File: src/rtl/ecc_syn_sched.sv
// Round-robin scheduler that time-shares one combinational SECDED syndrome unit
// between two codeword requesters, with a valid/ready response port and error statistics.
//
//   state | meaning
//   ------+-----------------------------------------------------------------
//   IDLE  | waiting for a request; grants one requester combinationally
//   CALC  | latched codeword at the unit; capture and classify the syndrome
//   RESP  | response valid; held until the consumer accepts it
module ecc_syn_sched #(
    parameter int DATA_WIDTH = 32,
    parameter int CNT_WIDTH  = 16
) (
    input  logic                  clk,
    input  logic                  rst,
    input  logic                  req0_valid,
    output logic                  req0_ready,
    input  logic [DATA_WIDTH-1:0] req0_data,
    input  logic [1:0]            req0_width,
    input  logic                  req1_valid,
    output logic                  req1_ready,
    input  logic [DATA_WIDTH-1:0] req1_data,
    input  logic [1:0]            req1_width,
    output logic [DATA_WIDTH-1:0] syn_codeword,
    output logic [1:0]            syn_width,
    input  logic [5:0]            syn_column,
    output logic                  rsp_valid,
    input  logic                  rsp_ready,
    output logic                  rsp_id,
    output logic [DATA_WIDTH-1:0] rsp_data,
    output logic [5:0]            rsp_syndrome,
    output logic [1:0]            rsp_num_err,
    input  logic                  cnt_clr,
    output logic [CNT_WIDTH-1:0]  err1_cnt,
    output logic [CNT_WIDTH-1:0]  err2_cnt
);

    typedef enum logic [1:0] {
        IDLE = 2'd0,
        CALC = 2'd1,
        RESP = 2'd2
    } state_t;

    localparam logic [CNT_WIDTH-1:0] CNT_ONE = CNT_WIDTH'(1);
    localparam logic [CNT_WIDTH-1:0] CNT_MAX = {CNT_WIDTH{1'b1}};

    state_t                  state;
    state_t                  state_nxt;
    logic                    rr;
    logic                    id_q;
    logic [1:0]              width_q;
    logic [DATA_WIDTH-1:0]   data_q;
    logic [5:0]              syn_q;
    logic [1:0]              num_err_q;
    logic [CNT_WIDTH-1:0]    err1_q;
    logic [CNT_WIDTH-1:0]    err2_q;

    logic                    grant;
    logic                    grant_id;
    logic [1:0]              grant_width;
    logic [DATA_WIDTH-1:0]   grant_data;
    logic [DATA_WIDTH-1:0]   grant_mask;
    logic                    parity_bit;
    logic [4:0]              pos_field;
    logic [1:0]              num_err_calc;

    // Contention goes to rr; a lone requester wins regardless of rr.
    always_comb begin
        grant_id    = (req0_valid && req1_valid) ? rr : req1_valid;
        grant_width = grant_id ? req1_width : req0_width;
        grant_data  = grant_id ? req1_data : req0_data;
        grant_mask  = {DATA_WIDTH{1'b1}};
        case (grant_width)
            2'd0:    grant_mask = {{(DATA_WIDTH-8){1'b0}}, {8{1'b1}}};
            2'd1:    grant_mask = {{(DATA_WIDTH-16){1'b0}}, {16{1'b1}}};
            default: grant_mask = {DATA_WIDTH{1'b1}};
        endcase
    end

    always_comb begin
        state_nxt = state;
        grant     = 1'b0;
        case (state)
            IDLE: begin
                if (req0_valid || req1_valid) begin
                    grant     = 1'b1;
                    state_nxt = CALC;
                end
            end
            CALC: state_nxt = RESP;
            RESP: begin
                if (rsp_ready) begin
                    state_nxt = IDLE;
                end
            end
            default: state_nxt = IDLE;
        endcase
    end

    // The overall-parity bit moves with the codeword size; the position field sits below it.
    always_comb begin
        parity_bit = syn_column[5];
        pos_field  = syn_column[4:0];
        case (width_q)
            2'd0: begin
                parity_bit = syn_column[3];
                pos_field  = {2'b00, syn_column[2:0]};
            end
            2'd1: begin
                parity_bit = syn_column[4];
                pos_field  = {1'b0, syn_column[3:0]};
            end
            default: begin
                parity_bit = syn_column[5];
                pos_field  = syn_column[4:0];
            end
        endcase
        if (syn_column == 6'd0) begin
            num_err_calc = 2'd0;
        end else if (parity_bit) begin
            num_err_calc = 2'd1;
        end else if (pos_field != 5'd0) begin
            num_err_calc = 2'd2;
        end else begin
            num_err_calc = 2'd0;
        end
    end

    always_ff @(posedge clk or negedge rst) begin
        if (!rst) begin
            state <= IDLE;
        end else begin
            state <= state_nxt;
        end
    end

    always_ff @(posedge clk or negedge rst) begin
        if (!rst) begin
            rr        <= 1'b0;
            id_q      <= 1'b0;
            width_q   <= 2'd0;
            data_q    <= '0;
            syn_q     <= 6'd0;
            num_err_q <= 2'd0;
        end else begin
            if (grant) begin
                id_q    <= grant_id;
                width_q <= grant_width;
                data_q  <= grant_data & grant_mask;
                rr      <= ~grant_id;
            end
            if (state == CALC) begin
                syn_q     <= syn_column;
                num_err_q <= num_err_calc;
            end
        end
    end

    // Clear wins over a same-cycle increment; both counters stick at all ones.
    always_ff @(posedge clk or negedge rst) begin
        if (!rst) begin
            err1_q <= '0;
            err2_q <= '0;
        end else if (cnt_clr) begin
            err1_q <= '0;
            err2_q <= '0;
        end else if (state == CALC) begin
            if (num_err_calc == 2'd1 && err1_q != CNT_MAX) begin
                err1_q <= err1_q + CNT_ONE;
            end
            if (num_err_calc == 2'd2 && err2_q != CNT_MAX) begin
                err2_q <= err2_q + CNT_ONE;
            end
        end
    end

    assign req0_ready   = grant & ~grant_id & rst;
    assign req1_ready   = grant & grant_id & rst;
    assign syn_codeword = data_q;
    assign syn_width    = width_q;
    assign rsp_valid    = (state == RESP);
    assign rsp_id       = id_q;
    assign rsp_data     = data_q;
    assign rsp_syndrome = syn_q;
    assign rsp_num_err  = num_err_q;
    assign err1_cnt     = err1_q;
    assign err2_cnt     = err2_q;

endmodule

File: config.mk
export PLATFORM = sky130hd
export DESIGN_NAME = ecc_syn_sched
export DESIGN_NICKNAME = d
export VERILOG_FILES = /design/src/rtl/ecc_syn_sched.sv
export SDC_FILE = /design/constraint.sdc
export NUM_CORES = 1
export LEC_CHECK = 0
export BUFFER_PORTS_ARGS = -buffer_cell sky130_fd_sc_hd__buf_2
export CORE_MARGIN = 4
export CORE_UTILIZATION = 33
export CTS_BUF_LIST = sky130_fd_sc_hd__clkbuf_2
export DETAILED_ROUTE_END_ITERATION = 16
export RECOVER_POWER = 100
export SLEW_MARGIN = 40
export SYNTH_ARGS = -nofsm -noshare
export SYNTH_HDL_FRONTEND = slang
export SYNTH_SLANG_ARGS = --single-unit
File: constraint.sdc
create_clock -name clk -period 1.98 [get_ports clk]
set_input_delay 0.099 -clock clk [delete_from_list [all_inputs] [get_ports clk]]
set_output_delay 0.099 -clock clk [all_outputs]
set_load 0.05 [all_outputs]
== Word level (Yosys, flattened, before mapping) ==
Index checks and enable logic that the tools add are counted.
Storage, ports and cells
  output and inout bits: 110
  input bits: 80
  logic and storage cells: 62
  register bits: 78
Cells by class
  $add $sub $neg: 2
  reduce and logical (&&, ||, !) cells: 15
  eq/ne operators: 10
  bitwise operators: 6
  muxes and demuxes: 20
Operators by type and width (count)
  $mux 16: 6
  $pmux 32 s2: 1
  $add 16x1->16 const B: 2
  $and 32x32->32: 1
  $mux 32: 1
  $ne 16x16->1 const B: 2
  $mux 2: 6
  $pmux 5 s2: 1
  $eq 2x1->1 const B: 4
  $logic_not 2->1: 3
  $logic_not 6->1: 1
  $pmux 2 s3: 1
  $reduce_and 2->1: 3
  $reduce_bool 2->1: 3
  $reduce_bool 5->1: 1
  $and 1x1->1: 4
  $eq 2x2->1 const B: 2
  $logic_and 1x1->1: 3
  $mux 1: 3
  $ne 2x1->1 const B: 1
  $ne 2x2->1 const B: 1
  $pmux 1 s2: 1
  $logic_or 1x1->1: 1
  $not 1->1: 1

== Longest topological paths before layout ==
  word-level depth: 11
  gate-level depth with buffers: 8
  mapped depth without buffers: 6

== Least setup slack after synthesis ==
No wires, ideal clock.
  path type: register to register
  start: register width_q[0] (netlist: syn_width[0])
  end: register err2_q[10] (netlist: err2_cnt[10])
  stages on the path, launching flop included: 7
  clock period less this slack: 2.209 ns
  path buffers: 1
  setup time: 0.128 ns
  data required time: 1.852 ns
  arrival: 2.082 ns
  setup slack: -0.229 ns
  cells stage by stage: dfrtp_1 mux2i_1 o21a_1 nand3b_1 buf_2 nor4b_2 mux2_1
On the way
  word-level cells in the longest chain between the ends: 10
  elaborated cells between the ends (all ways): 12
  classes of those cells: eq/ne (2); mux (5); reduce/logical (5)
Ends and longest elaborated chain
  start: declaration: line 50  | logic [1:0] width_q;
  start signal: assignment: line 147  | width_q <= grant_width;
  $eq 2x1->1 or $logic_not 2->1 (tied branches): line 103  | case (width_q)
  $pmux 5 s2: line 103
  $reduce_bool 5->1: line 121  | end else if (pos_field != 5'd0) begin
  $mux 2: line 121
  $mux 2 (*): line 119  | end else if (parity_bit) begin
  $mux 2 (*): line 117  | if (syn_column == 6'd0) begin
  $eq 2x2->1 (*): line 170  | if (num_err_calc == 2'd2 && err2_q != CNT_MAX) begin
  $logic_and 1x1->1 (*): line 170
  $reduce_bool 2->1 (no source line) (*)
  $reduce_and 2->1 (no source line) (*)
  end signal: assignment: line 171  | err2_q <= err2_q + CNT_ONE;
  end: declaration: line 55  | logic [CNT_WIDTH-1:0] err2_q;
Every way passes the cells marked *; elsewhere a longest branch is shown, timed or not.
A chain may end at the register's enable or synchronous reset.

== Worst setup path in the final report ==
  start: register width_q[0] (netlist: syn_width[0])
  end: register err2_q[8] (netlist: err2_cnt[8])
Same word-level chain as after synthesis.

==> impl_metrics.csv <==
group,metric,value,unit
cells_and_area,nFillCells,1177,
worst_hold_path,worstHoldPathType,"input pin to register",
synth,syn_area_per_cell,9.71,um2
floorplanning,core_area,12200,um2
critical_path,critical_path_peak_fanout,6,
timing,setup_viol,0,
clocking,cts_buffer_depth,2,
route,drt_iter0_drc,288,
cells_and_area,drive_gt1_share,28.6,%
timing,finalCriticalPeriod,1.97,ns
route,finalWirelength,13.5,mm
global_route,overflow,0,
floorplanning,num_rows,40,
critical_path,critPathCaptureType,"register",
power_and_ir_drop,p_leak,0.00274,uW
power_and_ir_drop,power_density,1310,nW/um2
synth,synth-edff-count,0,
route,remaining_drc_errors,0,
timing,fmax,0.509,GHz
synth,syn_inst,426,
timing,drv_slew,61,
critical_path,startpoint_type,"register",
critical_path,endpoint,"err2_cnt[8]",
cells_and_area,stdcell_count,862,
synth,synth_area_leaders,"dfrtp_1 (47%), mux2i_1 (6.5%), buf_4 (5.8%)",
run,max-cap-violations,1,
timing,period_share,99.3,%
critical_path,cp_data_arrival_time,2.46,ns
critical_path,path_class,"register to register",
critical_path,crit_required,2.48,ns
placed_design,portBuffers,189,
power_and_ir_drop,swShare,55.8,%
synth,synth_fp_nets,508,
global_route,grt_max_degree,61,
critical_path,cp-startpoint,"syn_width[0]",
global_route,grt_pass1_wl,21.9,mm
floorplanning,ioPinCount,190,
synth,async_flop_share,100,%
synth,yosys_warnings,0,
global_route,antenna_found_initial,2,
power_and_ir_drop,seqPwrFrac,29.2,%
cells_and_area,final-seq-area,1980,um2
floorplanning,die_height,120,um
clocking,cts_tree,"done",
placed_design,dp.cells,753,
clocking,clock_sinks,78,
outcome,failed_checks,"max-capacitance violations, max-slew violations",
timing,skew,0.0175,ns
clocking,cts.htree.levels,3,
cells_and_area,multiInputGateArea,1910,um2
power_and_ir_drop,p_int,3610,uW
global_route,grt_pass1_vias,4361,
timing,worst_pin_slew,1.51,ns
synth,ys.flop_type,"dfrtp_1",
critical_path,timing.rr.start,"syn_width[0]",
route,drtAntennaViolNets,0,
timing,relSlewSlack,-0.673,%
floorplanning,start_util,34.0,%
global_route,grt_usage,19.1,%
power_and_ir_drop,pwr-share-clk,12.4,%
cells_and_area,final_cell_mix,"clkbuf_1 (104), buf_2 (84), dlygate4sd3_1 (78), nand2_1 (57), dfrtp_1 (53)",
power_and_ir_drop,p_switching,4550,uW
critical_path,rr_endpoint,"err2_cnt[8]",
placed_design,dp_hpwl,9.00,mm
route,vias,4209,
synth,ys_seq_area_share,47.2,%
power_and_ir_drop,ir_drop,1360,uV
synth,ys_types,53,
synth,yosys.area.top_type,"dfrtp_1",
critical_path,r2r_cells,6,
cells_and_area,final_common_cell,"clkbuf_1",
synth,netlist_area,4140,um2
placed_design,gp_congestion,0.811,
outcome,status,"finished with violations",
clocking,clk_latency,0.56,ns
floorplanning,die_w,120,um
cells_and_area,syn2layout_area_growth,50.1,%
timing,finalHoldViolCount,0,
clocking,root_buffer,"clkbuf_2",
synth,synth_top_cell_area_share,47.2,%
route,viasPerCell,4.88,
floorplanning,dieArea,14400,um2
clocking,numCtsBuffers,9,
timing,rsz0062_at_grt,"true",
synth,ys_ff_latch,78,
timing,holdWs,0.0769,ns
route,wl_per_cell,15.7,um
cells_and_area,finalNetCount,769,
clocking,clkTransAtPathRegs,0.23,ns
route,dr.pass1.iters,4,
critical_path,ff2ff_setup_slack,0.01,ns
power_and_ir_drop,pwr-share-comb,58.4,%
==> routing by layer <==
| metal | up-vias | share of wire [%] | wire (um) | track usage [%] |
|---|---|---|---|---|
| met1 | 2018 | 40 | 5480 | 22.0 |
| met2 | 170 | 51 | 6870 | 32.9 |
| met3 | 12 | 7.7 | 1040 | 6.46 |
| met4 | 0 | 1.1 | 148 | 6.59 |
| li1 | 2009 | - | - | - |
| met5 | - | 0 | 0 | 0 |
==> state kept, by name, summed over array words and instances (netlist names) <==
| signal | count |
|---|---|
| state | 2 |
| rsp_id | 1 |
| rsp_data | 32 |
| rsp_syndrome | 6 |
| syn_width | 2 |
| rsp_num_err | 2 |
| err1_cnt | 16 |
| err2_cnt | 16 |
| rr | 1 |
==> repair_timing <==
item	CTS	global route
hold buffers	79	0
resized for setup	7	17
pin swaps	2	8
hold endpoints to repair	133	0
endpoints found under the setup margin	3	10
cloned	0	1
setup buffers	3	8
==> how the worst min path moves through the flow <==
stage | from | end | slack [ns] | cells past startpoint
detailed placement | rst | rsp_data[20] | 0.01 | 1
global placement | rst | rsp_data[20] | 0.006 | 1
floorplan | rst | err1_cnt[0] | -0.20 | 0
finish | req1_width[1] | rsp_data[12] | 0.08 | 4
CTS | req1_width[1] | rsp_data[12] | 0.02 | 4
global route | req1_width[1] | rsp_data[8] | 0.02 | 4
==> synth_stat cells, types with 2 or more instances <==
cell type and number:
a21o_1 2, nand4_1 5, a21oi_1 24, o2111ai_1 2, mux2_1 3, and2_1 4, and3_1 2, nand2_1 57
inv_1 9, or4_1 6, o21ai_1 3, buf_4 32, a211oi_1 3, a22oi_1 8, mux2i_1 27, buf_2 6
mux2_2 7, o21ai_0 44, dfrtp_1 78, ha_1 2, o31ai_1 6, buf_6 2, or2_2 2, nor2b_1 3
nor2_1 17, clkbuf_1 10, nand3b_1 2, nand3_1 13, xor2_1 5, or3_1 16, nor3_1 4
==> power by group through the flow <==
stage	clock network, uW	registers, uW	logic, uW
after global placement	0	2370	4600
after global routing	1120	2450	5040
after floorplan	0	3740	2390
after detailed placement	0	2400	4620
after CTS	1050	2380	4820
final	1010	2390	4770
==> logic make-up after synthesis <==
group / after synthesis / synth area share (%)
XOR/XNOR: 5 / 1.06
flip-flops: 78 / 47.2
AO/OA/AOI/OAI: 100 / 14.5
multiplexers: 37 / 9.25
buffers and inverters: 60 / 8.89
adder cells (fa/ha/maj): 2 / 0.605
AND/OR/NAND/NOR: 144 / 18.5
==> final cells by class <==
cell class                      count  share of cell area (%)
Sequential cell                    78                    31.9
Timing Repair Buffer              301                    31.0
Multi-Input combinational cell    288                    30.8
Tap cell                          168                    3.39
Clock inverter                      6                    1.39
Clock buffer                       10                   0.806
Inverter                            9                   0.544
Antenna cell                        2                  0.0806
==> worst max-delay path, cell delays in order (launching register included) <==
cell	delay, ns
dfrtp_2	0.46
mux2i_4	0.28
o21a_1	0.18
nand3b_1	0.15
buf_12	0.18
or4_1	0.51
a21oi_2	0.14
==> metrics by stage <==
stage | instance area (um2) | power, uW | worst slack [ns] | util (%) | TNS, ns
floorplan | 4210 | 6130 | -0.0230 | - | -0.0375
global placement | 5230 | 6980 | 0.121 | 43.0 | 0
detailed placement | 5230 | 7020 | 0.0399 | 43.0 | 0
CTS | 6210 | 8250 | 0.00663 | 51.1 | 0
global route | 6210 | 8610 | -0.0969 | 51.1 | -1.69
finish | 6210 | 8170 | 0.0139 | 51.1 | 0
(Power assumes the default switching activity.)
